==> config.mk <==
export PLATFORM = sky130hd
export DESIGN_NAME = load_store_unit
export DESIGN_NICKNAME = d
export VERILOG_FILES = /design/src/rtl/load_store_unit.sv
export SDC_FILE = /design/constraint.sdc
export NUM_CORES = 1
export LEC_CHECK = 0
export CAP_MARGIN = 20
export CORE_MARGIN = 8
export CORE_UTILIZATION = 40
export DETAILED_ROUTE_END_ITERATION = 8
export PLACE_DENSITY_LB_ADDON = 0.3
export SLEW_MARGIN = 20
export SYNTH_ARGS = -nofsm -noshare
export SYNTH_HDL_FRONTEND = slang
export SYNTH_SLANG_ARGS = --single-unit
export TNS_END_PERCENT = 30
==> constraint.sdc <==
create_clock -name clk -period 3.65 [get_ports clk]
set_clock_uncertainty 0.05 [all_clocks]
set_input_delay 0.73 -clock clk [delete_from_list [all_inputs] [get_ports clk]]
set_output_delay 0.73 -clock clk [all_outputs]
set_load 0.02 [all_outputs]
==> src/rtl/load_store_unit.sv <==
// Load/store unit: initiator side of a word-wide data memory interface.
// Handles byte-to-word addressing, sub-word load extension and read-modify-write for partial stores.
module load_store_unit #(
    parameter int MEM_WORDS  = 64,
    parameter int DATA_WIDTH = 32
) (
    input  logic                  clk,
    input  logic                  rst,
    input  logic                  req_valid,
    output logic                  req_ready,
    input  logic                  req_write,
    input  logic [1:0]            req_size,
    input  logic                  req_unsigned,
    input  logic [31:0]           req_addr,
    input  logic [DATA_WIDTH-1:0] req_wdata,
    output logic                  rsp_valid,
    output logic [DATA_WIDTH-1:0] rsp_rdata,
    output logic                  rsp_error,
    output logic                  MemRead,
    output logic                  MemWrite,
    output logic [31:0]           mem_addr,
    output logic [DATA_WIDTH-1:0] mem_write_data,
    input  logic [DATA_WIDTH-1:0] mem_read_data
);

    typedef enum logic [1:0] {IDLE, READ, WRITE, RESP} state_t;

    localparam logic [29:0] LIMIT = 30'(MEM_WORDS);

    state_t      state_q, state_d;
    logic [31:0] addr_q;
    logic [1:0]  size_q;
    logic        write_q;
    logic        uns_q;
    logic [31:0] wdata_q;
    logic [31:0] word_q;
    logic        err_q;

    logic        req_err;
    logic [4:0]  shamt;
    logic [31:0] shifted;
    logic [31:0] lane_mask;
    logic [31:0] loaded;
    logic [31:0] merged;

    assign req_err = (req_size == 2'b11) ||
                     (req_size == 2'b01 && req_addr[0]) ||
                     (req_size == 2'b10 && req_addr[1:0] != 2'b00) ||
                     (req_addr[31:2] >= LIMIT);

    // Lane position comes from the latched address; alignment was validated at accept.
    assign shamt   = {addr_q[1:0], 3'b000};
    assign shifted = mem_read_data >> shamt;

    always_comb begin
        loaded    = mem_read_data;
        lane_mask = '1;
        case (size_q)
            2'b00: begin
                loaded    = {{24{~uns_q & shifted[7]}}, shifted[7:0]};
                lane_mask = 32'h0000_00FF << shamt;
            end
            2'b01: begin
                loaded    = {{16{~uns_q & shifted[15]}}, shifted[15:0]};
                lane_mask = 32'h0000_FFFF << shamt;
            end
            default: ;
        endcase
        merged = (mem_read_data & ~lane_mask) | ((wdata_q << shamt) & lane_mask);
    end

    always_ff @(posedge clk or negedge rst) begin
        if (!rst) state_q <= IDLE;
        else      state_q <= state_d;
    end

    always_comb begin
        state_d = state_q;
        case (state_q)
            IDLE: begin
                if (req_valid) begin
                    if (req_err)                           state_d = RESP;
                    else if (req_write && req_size == 2'b10) state_d = WRITE;
                    else                                   state_d = READ;
                end
            end
            READ:    state_d = write_q ? WRITE : RESP;
            WRITE:   state_d = RESP;
            RESP:    state_d = IDLE;
            default: state_d = IDLE;
        endcase
    end

    always_ff @(posedge clk or negedge rst) begin
        if (!rst) begin
            addr_q  <= '0;
            size_q  <= '0;
            write_q <= 1'b0;
            uns_q   <= 1'b0;
            wdata_q <= '0;
            word_q  <= '0;
            err_q   <= 1'b0;
        end else begin
            case (state_q)
                IDLE: begin
                    if (req_valid) begin
                        addr_q  <= req_addr;
                        size_q  <= req_size;
                        write_q <= req_write;
                        uns_q   <= req_unsigned;
                        wdata_q <= req_wdata;
                        err_q   <= req_err;
                        word_q  <= (req_write && !req_err) ? req_wdata : '0;
                    end
                end
                READ:    word_q <= write_q ? merged : loaded;
                default: ;
            endcase
        end
    end

    assign req_ready      = (state_q == IDLE);
    assign MemRead        = (state_q == READ);
    assign MemWrite       = (state_q == WRITE);
    assign mem_addr       = (MemRead || MemWrite) ? {2'b00, addr_q[31:2]} : '0;
    assign mem_write_data = MemWrite ? word_q : '0;
    assign rsp_valid      = (state_q == RESP);
    assign rsp_error      = rsp_valid && err_q;
    assign rsp_rdata      = (rsp_valid && !write_q) ? word_q : '0;

endmodule

# After elaboration in Yosys (flattened, before gate mapping)
# Index checks and enable logic that the tools add are counted.
# classes
n_addsub	0
multipliers	0
n_div	0
magnitude_cmp	1
n_eq_ne	8
shift	4
muxes	14
bitwise	7
reduce_logical	18
# op_table
operator	count
one-hot mux 32 bit (2 select lines)	3
2-to-1 mux 32 bit	5
AND 32 bit	2
NOT 32 bit	1
OR 32 bit	1
<< shifter 16 x 5 -> 32 bit (first input constant)	1
<< shifter 32 x 5 -> 32 bit	1
<< shifter 8 x 5 -> 32 bit (first input constant)	1
right shift 32 x 5 -> 16 bit	1
greater-or-equal comparator 30 x 7 -> 1 bit (second input constant)	1
2-to-1 mux 30 bit	1
== test 2 bit (second input constant)	4
one-hot mux 2 bit (4 select lines)	1
== test 2 x 1 -> 1 bit (second input constant)	3
logical AND 1 bit	6
2-to-1 mux 2 bit	3
zero test 2 bit	2
logical OR 1 bit	4
AND reduction 2 bit	2
nonzero test 2 bit	2
AND 1 bit	2
zero test 1 bit	2
!= test 2 bit (second input constant)	1
2-to-1 mux 1 bit	1
NOT 1 bit	1
# word_totals
register_bits	103
latch_bits	0
ramBits	0
romBits	0
inputBits	103
output_inout_bits	101
mem_count	0

# Depth between registers and ports, before layout
# Gate-level depths: netlist (run 1).
# logic_depth
ltp_word	10
depth_mapped	9
mapped_depth_nobuf	7

# Least setup slack after synthesis (run 1)
# No wires, ideal clock.
# synth_path
kind	reg-to-output
start	register state_q[1]
end	output rsp_rdata[10]
arrival_ns	1.378
setup_slack_ns	1.492
stages_incl_launch_ff	5
path_buffers	1
cell_sequence	dfrtp_1 -> ha_1 -> nor2b_1 -> clkbuf_1 -> and2_1
# synth_between
elab_chain_cells	3
# synth_rtl
element	line	source
from (decl)	30	state_t state_q, state_d;
from (signal assigned)	74	else state_q <= state_d;
== test 2 bit	127	assign rsp_valid = (state_q == RESP);
via rsp_valid	16	output logic rsp_valid,
logical AND 1 bit	129	assign rsp_rdata = (rsp_valid && !write_q) ? word_q : '0;
2-to-1 mux 32 bit	129	
to (decl)	17	output logic [DATA_WIDTH-1:0] rsp_rdata,
# The timed path passes the listed nets, and every way through them passes these cells.

# Worst setup path in the final report (run 1)
# layout_path
start	register state_q[0]
end	output mem_addr[16]
# layout_between
elab_chain_cells	3
elab_cells_between_ends	4
classes_between	eq/ne: 2; mux: 1; reduce/logical: 1
# layout_rtl
element	line	source
== test 2 x 1 -> 1 bit or == test 2 bit (tied branches)	123, 124	
logical OR 1 bit *	125	assign mem_addr = (MemRead || MemWrite) ? {2'b00, addr_q[31:2]} : '0;
2-to-1 mux 30 bit *	125	
to (decl)	21	output logic [31:0] mem_addr,
# Mark *: on every way between the ends. The rest lies on a longest branch, timed or not.

==> out/summary.txt, run 1 <==
outcome -> finished clean
core region area -> 15900 sq um
CTS sink cnt -> 103
Setup crit end kind -> primary output
multi-input logic area -> 3610 sq um
CTS tree -> yes
ranking of synthesized cells by area -> dfrtp_1 40%, mux2_2 12%, and2_1 9.9%
CP required -> 2.87 ns
minimum clock period -> 3.30 ns
sw frac -> 44.5%
M2 GR Usage -> 36.3%
Sw Pwr -> 3.74 mW
CP startpoint kind -> flip-flop
GRT met3 Usage -> 7.00%
vias in the first global route -> 6154
Cell Area, Synth -> 6500 sq um
cell internal pwr -> 4.65 mW
crit-path max FO -> 31
share of cells above drive strength 1 -> 16.9%
Clk Latency, worst-skew pair -> 0.36 ns
Avg Cell Area, Syn -> 10.2 sq um
DP Area -> 8690 sq um
Post-synth ARST share -> 100%
Worst Reg2Reg Path Length in Cells -> 6
part of the power in registers -> 26.8%
Synth-to-Final Area Change -> 37.9%
routed wire length -> 22800 microns
RSZ-0062 raised after global routing -> no
sequential element share of the synthesized area -> 39.6%
GRT Overall Usage -> 22.2%
die area -> 20600 sq um
DR vias -> 5912
peak supply drop -> 0.604 mV
pin count of the biggest net entering global routing -> 79
Wirelength per Cell -> 21.9 microns
FF/Latch Area -> 2580 sq um
Placer Congestion -> 0.886
initial antenna violation count -> 0
worst-margin pin slew -> 1.01 ns
clock share of power -> 11.3%
# IOs -> 204
setup violators final -> 0
total congestion overflow -> 0
CTS Hold Bufs -> 0
Synth top area share -> 39.6%
biggest area consumer among synthesized cells -> dfrtp_1
H-tree levels -> 3
# fillers -> 1397
reg-to-reg setup timing slack -> 1.26 ns
gr busiest metal -> met2
Rows -> 46
die height -> 144 microns
DR pass1 iterations -> 5
Yosys reg bits -> 103
hold slack -> 0.361 ns
dpl hpwl -> 17000 microns
min-delay worst type -> primary input to async pin
Maximum Capacitance Violations -> 0
Inserted Clock Buffers -> 9
Ys Warns -> 0
Initial Util -> 40.9%
Diodes inserted -> 0
met1 Resource Use GR -> 27.9%
combinational group share of total power -> 62.0%
first-pass GRT wire length -> 35300 microns
f_max -> 303 MHz
PwrDens -> 935 nW/um^2
final hold viol count -> 0
critical path class -> flip-flop to primary output
DRC viols -> 0
Arr. time, crit path -> 2.52 ns
Worst slew margin -> 32.1%
Resized Gates After CTS -> 0
Layout Nets -> 925
Post-CTS Setup Inserts -> 0
final instance area -> 8970 sq um
fin crit share -> 90.5%
post-DR vias/cell -> 5.69
Distinct cells, synth -> 62
Post-synth top cells -> 103 x and2_1, 103 x dfrtp_1, 68 x mux2_2
Lkg Pwr -> 3.67 nW
die width -> 144 microns
clk slew on worst S/H paths -> 0.08 ns
Final Max Tran Viols -> 0
reg-to-reg endpoint -> word_q[14]$_DFFE_PN0P_
ANT nets after route -> 0
Starting DRT DRC Count -> 473
gate count of the mapped netlist -> 637
CTS Buffer Depth -> 2
worst reg2reg path startpoint -> addr_q[1]$_DFFE_PN0P_
port bufs -> 201
Root Driver -> clkbuf_16
number of synthesized flops with an enable pin -> 0
Fin Setup TNS -> 0 ns
ys flop type -> dfrtp_1
## critical path, cell delays in order (launching register included)
cell and delay (ns):
dfrtp_1 0.41, inv_1 0.08, ha_1 0.79, and2_1 0.24, clkdlybuf4s50_1 0.63
## metal layers
| metal | part of all wire [%] | vias to the layer above |
|---|---|---|
| met5 | 0 | - |
| met3 | 8.9 | 31 |
| li1 | - | 2705 |
| met2 | 47 | 274 |
| met4 | 1.7 | 0 |
| met1 | 43 | 2902 |
## stage by stage
step                power, mW  worst slack [ns]  util [%]  cells
floorplan                5.46              1.49         -    638
global placement         7.28             0.629      54.7   1023
detailed placement       7.44             0.631      54.7   1023
CTS                      8.42             0.305      56.5   1039
global route             8.94             0.187      56.5   1039
finish                   8.39             0.347      56.5   1039
## cell usage in the layout (no fill, tap or decap), types with 3 or more instances in the layout
| cell type | synthesis | layout |
|---|---|---|
| mux2i_1 | 9 | 9 |
| a21o_1 | 5 | 5 |
| mux2_1 | 7 | 7 |
| a22o_1 | 3 | 3 |
| a211o_1 | 9 | 9 |
| nand2_1 | 27 | 27 |
| inv_2 | 3 | 3 |
| dfrtp_1 | 103 | 103 |
| o211a_1 | 8 | 8 |
| nor2b_1 | 13 | 13 |
| a21oi_1 | 18 | 18 |
| clkbuf_16 | 0 | 9 |
| a221oi_1 | 9 | 9 |
| a221oi_2 | 12 | 12 |
| nor3_1 | 7 | 7 |
| a32oi_1 | 9 | 9 |
| o221ai_1 | 7 | 7 |
| o2bb2ai_1 | 4 | 4 |
| o21ai_1 | 4 | 4 |
| a211oi_2 | 8 | 8 |
| clkdlybuf4s50_1 | 0 | 200 |
| a221o_1 | 15 | 15 |
| and2_1 | 103 | 103 |
| a31o_1 | 8 | 8 |
| nor4_1 | 7 | 7 |
| buf_4 | 8 | 15 |
| a22oi_1 | 8 | 8 |
| inv_1 | 19 | 19 |
| ha_1 | 4 | 4 |
| o21ai_0 | 19 | 19 |
| a31oi_1 | 9 | 9 |
| clkinvlp_4 | 0 | 3 |
| mux2_2 | 68 | 68 |
| nor2_1 | 34 | 34 |
## worst max path at each step
stage                                 from                endpoint  slack (ns)  depth (start not counted)
finish              state_q[0]$_DFFE_PN0P_            mem_addr[16]        0.35                          4
global route        state_q[0]$_DFFE_PN0P_            mem_addr[16]        0.19                          4
CTS                 state_q[0]$_DFFE_PN0P_            mem_addr[23]        0.30                          4
detailed placement            req_addr[31]  word_q[29]$_DFFE_PN0P_        0.63                          6
global placement              req_addr[31]  word_q[31]$_DFFE_PN0P_        0.63                          6
floorplan           state_q[1]$_DFFE_PN0P_           rsp_rdata[10]        1.49                          4
## power groups by stage
stage	Sequential (mW)	Combinational (mW)	Clock, mW
2_1_floorplan	1.97	3.49	0
3_3_place_gp	2.21	5.06	0
3_5_place_dp	2.25	5.19	0
4_1_cts	2.23	5.22	0.968
5_1_grt	2.31	5.61	1.02
6_report	2.25	5.20	0.945
## layout make-up
| cell class | count | area share (%) |
|---|---|---|
| multi-input combinational | 465 | 40.3 |
| sequential | 103 | 28.7 |
| tap | 216 | 3.01 |
| clock buffer | 9 | 2.51 |
| inverter | 22 | 0.921 |
| timing repair buffer | 217 | 23.9 |
| clock inverter | 7 | 0.628 |
## logic make-up (layout without fill, tap and decap cells)
logic type                 count (synthesis)  in the layout  synth area share [%]
adders and majority gates                  4              4                 0.769
muxes                                     85             85                  14.7
buffers and inverters                     70            255                  4.89
AOI/OAI and AO/OA                        170            170                  22.2
other                                      1              2                0.0576
DFF                                      103            103                  39.6
xor gates and xnor gates                   1              1                 0.135
and+or+nand+nor                          203            203                  17.6
## state kept, by name (all words and copies together), names as in the netlist
| register | cells |
|---|---|
| addr_q | 32 |
| err_q | 1 |
| size_q | 2 |
| state_q | 2 |
| uns_q | 1 |
| wdata_q | 32 |
| word_q | 32 |
| write_q | 1 |
No activity file was read; power rests on OpenSTA's default activity.
==> run 2, diff against run 1 <==
CORE_ASPECT_RATIO = 0.7   (was unset)
CORE_MARGIN = 4   (was 8)
==> run 2 against run 1 <==
  * Worst hold slack gained 0.025 ns
  * Register-to-register slack got worse by 0.28 ns
  * Clock power fell by 4.9%
  * First-iteration DRC count up 35%
  * Via count is 0.69% higher
  * Core utilization is 0.45 points higher
  * Die area shrank 11%
  * Cell count rose by 0.38%
  * Critical path depth rose by 1
==> out/summary.txt, run 2 (synthesis results as in run 1) <==
Rows -> 38
final hold viol count -> 0
H-tree levels -> 3
worst-margin pin slew -> 0.912 ns
minimum clock period -> 3.31 ns
CTS sink cnt -> 103
met1 Resource Use GR -> 33.8%
Lkg Pwr -> 3.67 nW
Clk Latency, worst-skew pair -> 0.35 ns
Placed Instances -> 1028
Initial Util -> 41.3%
GRT Overall Usage -> 24.0%
f_max -> 302 MHz
Fin Setup TNS -> 0 ns
Placer Congestion -> 0.944
post-route setup slack -> 0.343 ns
Wirelength per Cell -> 21.6 microns
M2 GR Usage -> 37.1%
max incr delay on CP -> 0.62 ns
Layout Nets -> 926
FF/Latch Area -> 2580 sq um
RSZ-0062 raised after global routing -> no
outcome -> finished clean
CTS Buffer Depth -> 2
DR pass1 iterations -> 5
CP startpoint kind -> flip-flop
setup violators final -> 0
Synth-to-Final Area Change -> 37.7%
pin count of the biggest net entering global routing -> 79
Root Driver -> clkbuf_16
PwrDens -> 932 nW/um^2
crit path max-delay cell type -> clkdlybuf4s50_1
DP Worst Slack -> 0.555 ns
most frequent cells in the layout -> 200 x clkdlybuf4s50_1, 103 x and2_1, 103 x dfrtp_1
GRT met3 Usage -> 7.30%
gr busiest metal -> met2
Final Max Tran Viols -> 0
part of the power in registers -> 27.8%
Layout Utilization -> 56.9%
Arr. time, crit path -> 2.53 ns
initial antenna violation count -> 0
Starting DRT DRC Count -> 640
cell internal pwr -> 4.64 mW
crit-path max FO -> 20
post-DR vias/cell -> 5.71
routed wire length -> 22500 microns
CTS tree -> yes
core region area -> 15700 sq um
Resized Gates After CTS -> 0
critical path class -> flip-flop to primary output
die height -> 115 microns
Setup crit end kind -> primary output
peak supply drop -> 0.387 mV
commonest non-fill, non-tap cell in the layout -> clkdlybuf4s50_1
dpl hpwl -> 16700 microns
# fillers -> 1356
multi-input logic area -> 3620 sq um
# IOs -> 204
die area -> 18400 sq um
CTS Hold Bufs -> 0
Inserted Clock Buffers -> 9
share of cells above drive strength 1 -> 17.0%
top flop regs -> addr_q x32, wdata_q x32, word_q x32
fin crit share -> 90.6%
die width -> 160 microns
first-pass GRT wire length -> 34800 microns
clk slew on worst S/H paths -> 0.08 ns
CP required -> 2.87 ns
Worst Reg2Reg Path Length in Cells -> 6
final instance area -> 8960 sq um
total congestion overflow -> 0
DP Area -> 8690 sq um
Maximum Capacitance Violations -> 0
DRC viols -> 0
vias in the first global route -> 6071
Worst slew margin -> 39.2%
DR vias -> 5953
port bufs -> 201
Post-CTS Setup Inserts -> 0
combinational group share of total power -> 61.4%
min-delay worst type -> primary input to async pin
sw frac -> 44.4%
ANT nets after route -> 0
clock share of power -> 10.8%
Sw Pwr -> 3.71 mW
final cell count without fillers -> 1043
Diodes inserted -> 0
crit-path cells -> inv_1, ha_1, buf_4, and2_1, clkdlybuf4s50_1
run 2: cell count changes in the layout (fill, tap and decap cells not counted), sizes merged:
cell and change:
inv -2, buf +1, clkinv +1, clkbuf +1
clkinvlp -1
run 2: critical path, delay by kind of cell, from the launching register on:
family / cells / cell delay (ns)
and+or+nand+nor: 1 / 0.16
adders and majority gates: 1 / 0.52
DFF: 1 / 0.42
buffers and inverters: 3 / 1.06
run 2: layout make-up:
| cell class | instances | share of cell area, % |
|---|---|---|
| inverters | 22 | 0.922 |
| flip-flops and latches | 103 | 28.8 |
| well taps | 220 | 3.07 |
| repair buffers | 218 | 23.9 |
| multi-input cells | 465 | 40.4 |
| clock buffers | 10 | 2.56 |
| clock inverters | 5 | 0.377 |
run 2: power by group through the flow:
stage	Clock, mW	Combinational (mW)	Sequential [mW]
after CTS	0.920	5.13	2.30
after global placement	0	5.00	2.28
final	0.899	5.13	2.32
after global routing	0.963	5.51	2.38
after floorplan	0	3.49	1.97
after detailed placement	0	5.10	2.32
run 2: stage by stage:
step | power, mW | hold WS, ns
after global placement | 7.28 | 0.429
after global routing | 8.86 | 0.448
after floorplan | 5.46 | 0.384
final | 8.35 | 0.387
after CTS | 8.35 | 0.450
after detailed placement | 7.42 | 0.436
run 2: routing by layer:
layer | up-vias | share of wire (%)
li1 | 2684 | -
met1 | 2937 | 45
met2 | 303 | 44
met3 | 29 | 9.2
met4 | 0 | 1.3
met5 | - | 0
run 2: path summary, 6_finish.rpt:
kind	startpoint	end	slack (ns)
worst max-delay path	state_q[0]$_DFFE_PN0P_	mem_write_data[15]	0.34
worst min-delay path	rst	word_q[26]$_DFFE_PN0P_	0.39
worst min register to register	addr_q[31]$_DFFE_PN0P_	addr_q[31]$_DFFE_PN0P_	0.45
min in group clk	addr_q[31]$_DFFE_PN0P_	addr_q[31]$_DFFE_PN0P_	0.45
max in group asynchronous	rst	addr_q[28]$_DFFE_PN0P_	2.45
worst max register to register	addr_q[1]$_DFFE_PN0P_	word_q[6]$_DFFE_PN0P_	0.98
==> run 3, diff against run 2 <==
==> constraint.sdc (replaced) <==
create_clock -name clk -period 3.65 [get_ports clk]
set_clock_uncertainty 0.05 [all_clocks]
set_input_delay 0.365 -clock clk [delete_from_list [all_inputs] [get_ports clk]]
set_output_delay 0.365 -clock clk [all_outputs]
set_load 0.02 [all_outputs]
==> run 3 against run 2 <==
  * Sequential power about the same
  * Sequential share of layout area hardly changed
  * Sequential cell count did not move
  * Via count up 0.18%
  * Core utilization barely moved
  * Register-to-register slack better by 0.09 ns
  * Clock-buffer cell count stayed put
  * The run now ends with hold timing left
  * Fmax grew 9.7%
  * Clock power is 5.2% higher
  * Combinational power hardly changed
  * Die area is the same
  * Largest power group unchanged
==> out/summary.txt, run 3 (synthesis results as in run 1) <==
outcome -> finished with violations
failing checks -> hold timing
cell internal pwr -> 4.65 mW
post-DR vias/cell -> 5.72
Diodes inserted -> 0
ANT nets after route -> 0
CTS tree -> yes
worst-margin pin slew -> 0.923 ns
Inserted Clock Buffers -> 9
pin count of the biggest net entering global routing -> 80
Lkg Pwr -> 3.66 nW
Synth-to-Final Area Change -> 37.8%
CTS sink cnt -> 103
# IOs -> 204
first-pass GRT wire length -> 35600 microns
CTS Hold Bufs -> 0
Post-CTS Setup Inserts -> 0
RSZ-0062 raised after global routing -> no
die height -> 115 microns
vias in the first global route -> 6081
Layout Utilization -> 57.0%
crit-path cells -> ha_1, nor2b_2, buf_4, and2_1, clkdlybuf4s50_1
port bufs -> 201
CP required -> 3.23 ns
clock share of power -> 11.2%
combinational group share of total power -> 61.3%
setup violators final -> 0
Worst slew margin -> 38.4%
H-tree levels -> 3
# fillers -> 1366
DR pass1 iterations -> 5
Setup crit end kind -> primary output
critical path's top delay family -> buffers and inverters
fin crit share -> 82.6%
DR vias -> 5964
hold slack -> -0.00348 ns
Placed Instances -> 1026
minimum clock period -> 3.02 ns
crit path max-delay cell type -> clkdlybuf4s50_1
max incr delay on CP -> 0.60 ns
final cell count without fillers -> 1042
DRC viols -> 0
reg-to-reg setup timing slack -> 1.07 ns
Starting DRT DRC Count -> 360
CTS Buffer Depth -> 2
Placer Congestion -> 0.919
Wirelength per Cell -> 22.0 microns
final hold viol count -> 1
DP Worst Slack -> 0.838 ns
min-delay worst type -> primary input to async pin
total congestion overflow -> 0
part of the power in registers -> 27.4%
GRT Overall Usage -> 24.8%
Root Driver -> clkbuf_16
Resized Gates After CTS -> 0
die width -> 160 microns
Design Power -> 8.41 mW
peak supply drop -> 0.369 mV
Rows -> 38
Clk Latency, worst-skew pair -> 0.36 ns
Layout Nets -> 924
share of cells above drive strength 1 -> 16.9%
core region area -> 15700 sq um
f_max -> 332 MHz
commonest non-fill, non-tap cell in the layout -> clkdlybuf4s50_1
Final Max Tran Viols -> 0
crit-path max FO -> 18
critical path class -> flip-flop to primary output
PwrDens -> 939 nW/um^2
top flop regs -> addr_q x32, wdata_q x32, word_q x32
Arr. time, crit path -> 2.60 ns
post-route setup slack -> 0.635 ns
initial antenna violation count -> 1
Fin Setup TNS -> 0 ns
routed wire length -> 22900 microns
Initial Util -> 41.3%
most frequent cells in the layout -> 200 x clkdlybuf4s50_1, 103 x and2_1, 103 x dfrtp_1
dpl hpwl -> 17200 microns
CP startpoint kind -> flip-flop
die area -> 18400 sq um
WP buf/inv -> 2
Sw Pwr -> 3.77 mW
clk slew on worst S/H paths -> 0.08 ns
sw frac -> 44.8%
Maximum Capacitance Violations -> 0
==> run 3: cell count changes in the layout (fill, tap and decap cells not counted) <==
cell / change
buf_4: -2
clkinv_2: -2
inv_8: +2
clkinv_4: +1
clkinvlp_4: +1
inv_6: -1
==> run 3: final cells by class <==
cell class | count | area, sq um | share of cell area [%]
inverters | 22 | 82.6 | 0.921
well taps | 220 | 275 | 3.07
flip-flops and latches | 103 | 2580 | 28.8
clock buffers | 10 | 229 | 2.55
repair buffers | 216 | 2130 | 23.7
clock inverters | 6 | 53.8 | 0.600
multi-input cells | 465 | 3620 | 40.4
==> run 3: power groups by stage <==
stage	combinational (mW)	clock, mW	sequential, mW
5_1_grt	5.55	1.01	2.38
4_1_cts	5.18	0.966	2.29
6_report	5.16	0.946	2.31
3_3_place_gp	5.05	0	2.26
3_5_place_dp	5.16	0	2.30
2_1_floorplan	3.49	0	1.97
==> run 3: path summary, 6_finish.rpt <==
kind	cells past startpoint	start	to
hold / removal	1	rst	wdata_q[29]$_DFFE_PN0P_
min in group clk	1	addr_q[29]$_DFFE_PN0P_	addr_q[29]$_DFFE_PN0P_
setup / recovery	5	state_q[0]$_DFFE_PN0P_	rsp_rdata[15]
setup reg to reg	7	addr_q[1]$_DFFE_PN0P_	word_q[29]$_DFFE_PN0P_
max in group asynchronous	2	rst	addr_q[29]$_DFFE_PN0P_
hold reg to reg	1	addr_q[29]$_DFFE_PN0P_	addr_q[29]$_DFFE_PN0P_
==> run 3: metal layers <==
layer  vias to the layer above  global-route usage [%]  part of all wire, %
met5                         -                       0                    0
met4                         0                    4.70                  1.2
met3                        20                    6.30                  7.8
met2                       260                    39.0                   45
met1                      2991                    35.2                   46
li1                       2693                       -                    -
==> run 3: metrics by stage <==
| stage | hold WS, ns | area (sq um) |
|---|---|---|
| after floorplan | 0.0194 | 6510 |
| after global placement | 0.416 | 8670 |
| after detailed placement | 0.436 | 8670 |
| after CTS | 0.188 | 8960 |
| after global routing | 0.0607 | 8960 |
| final | -0.00348 | 8960 |
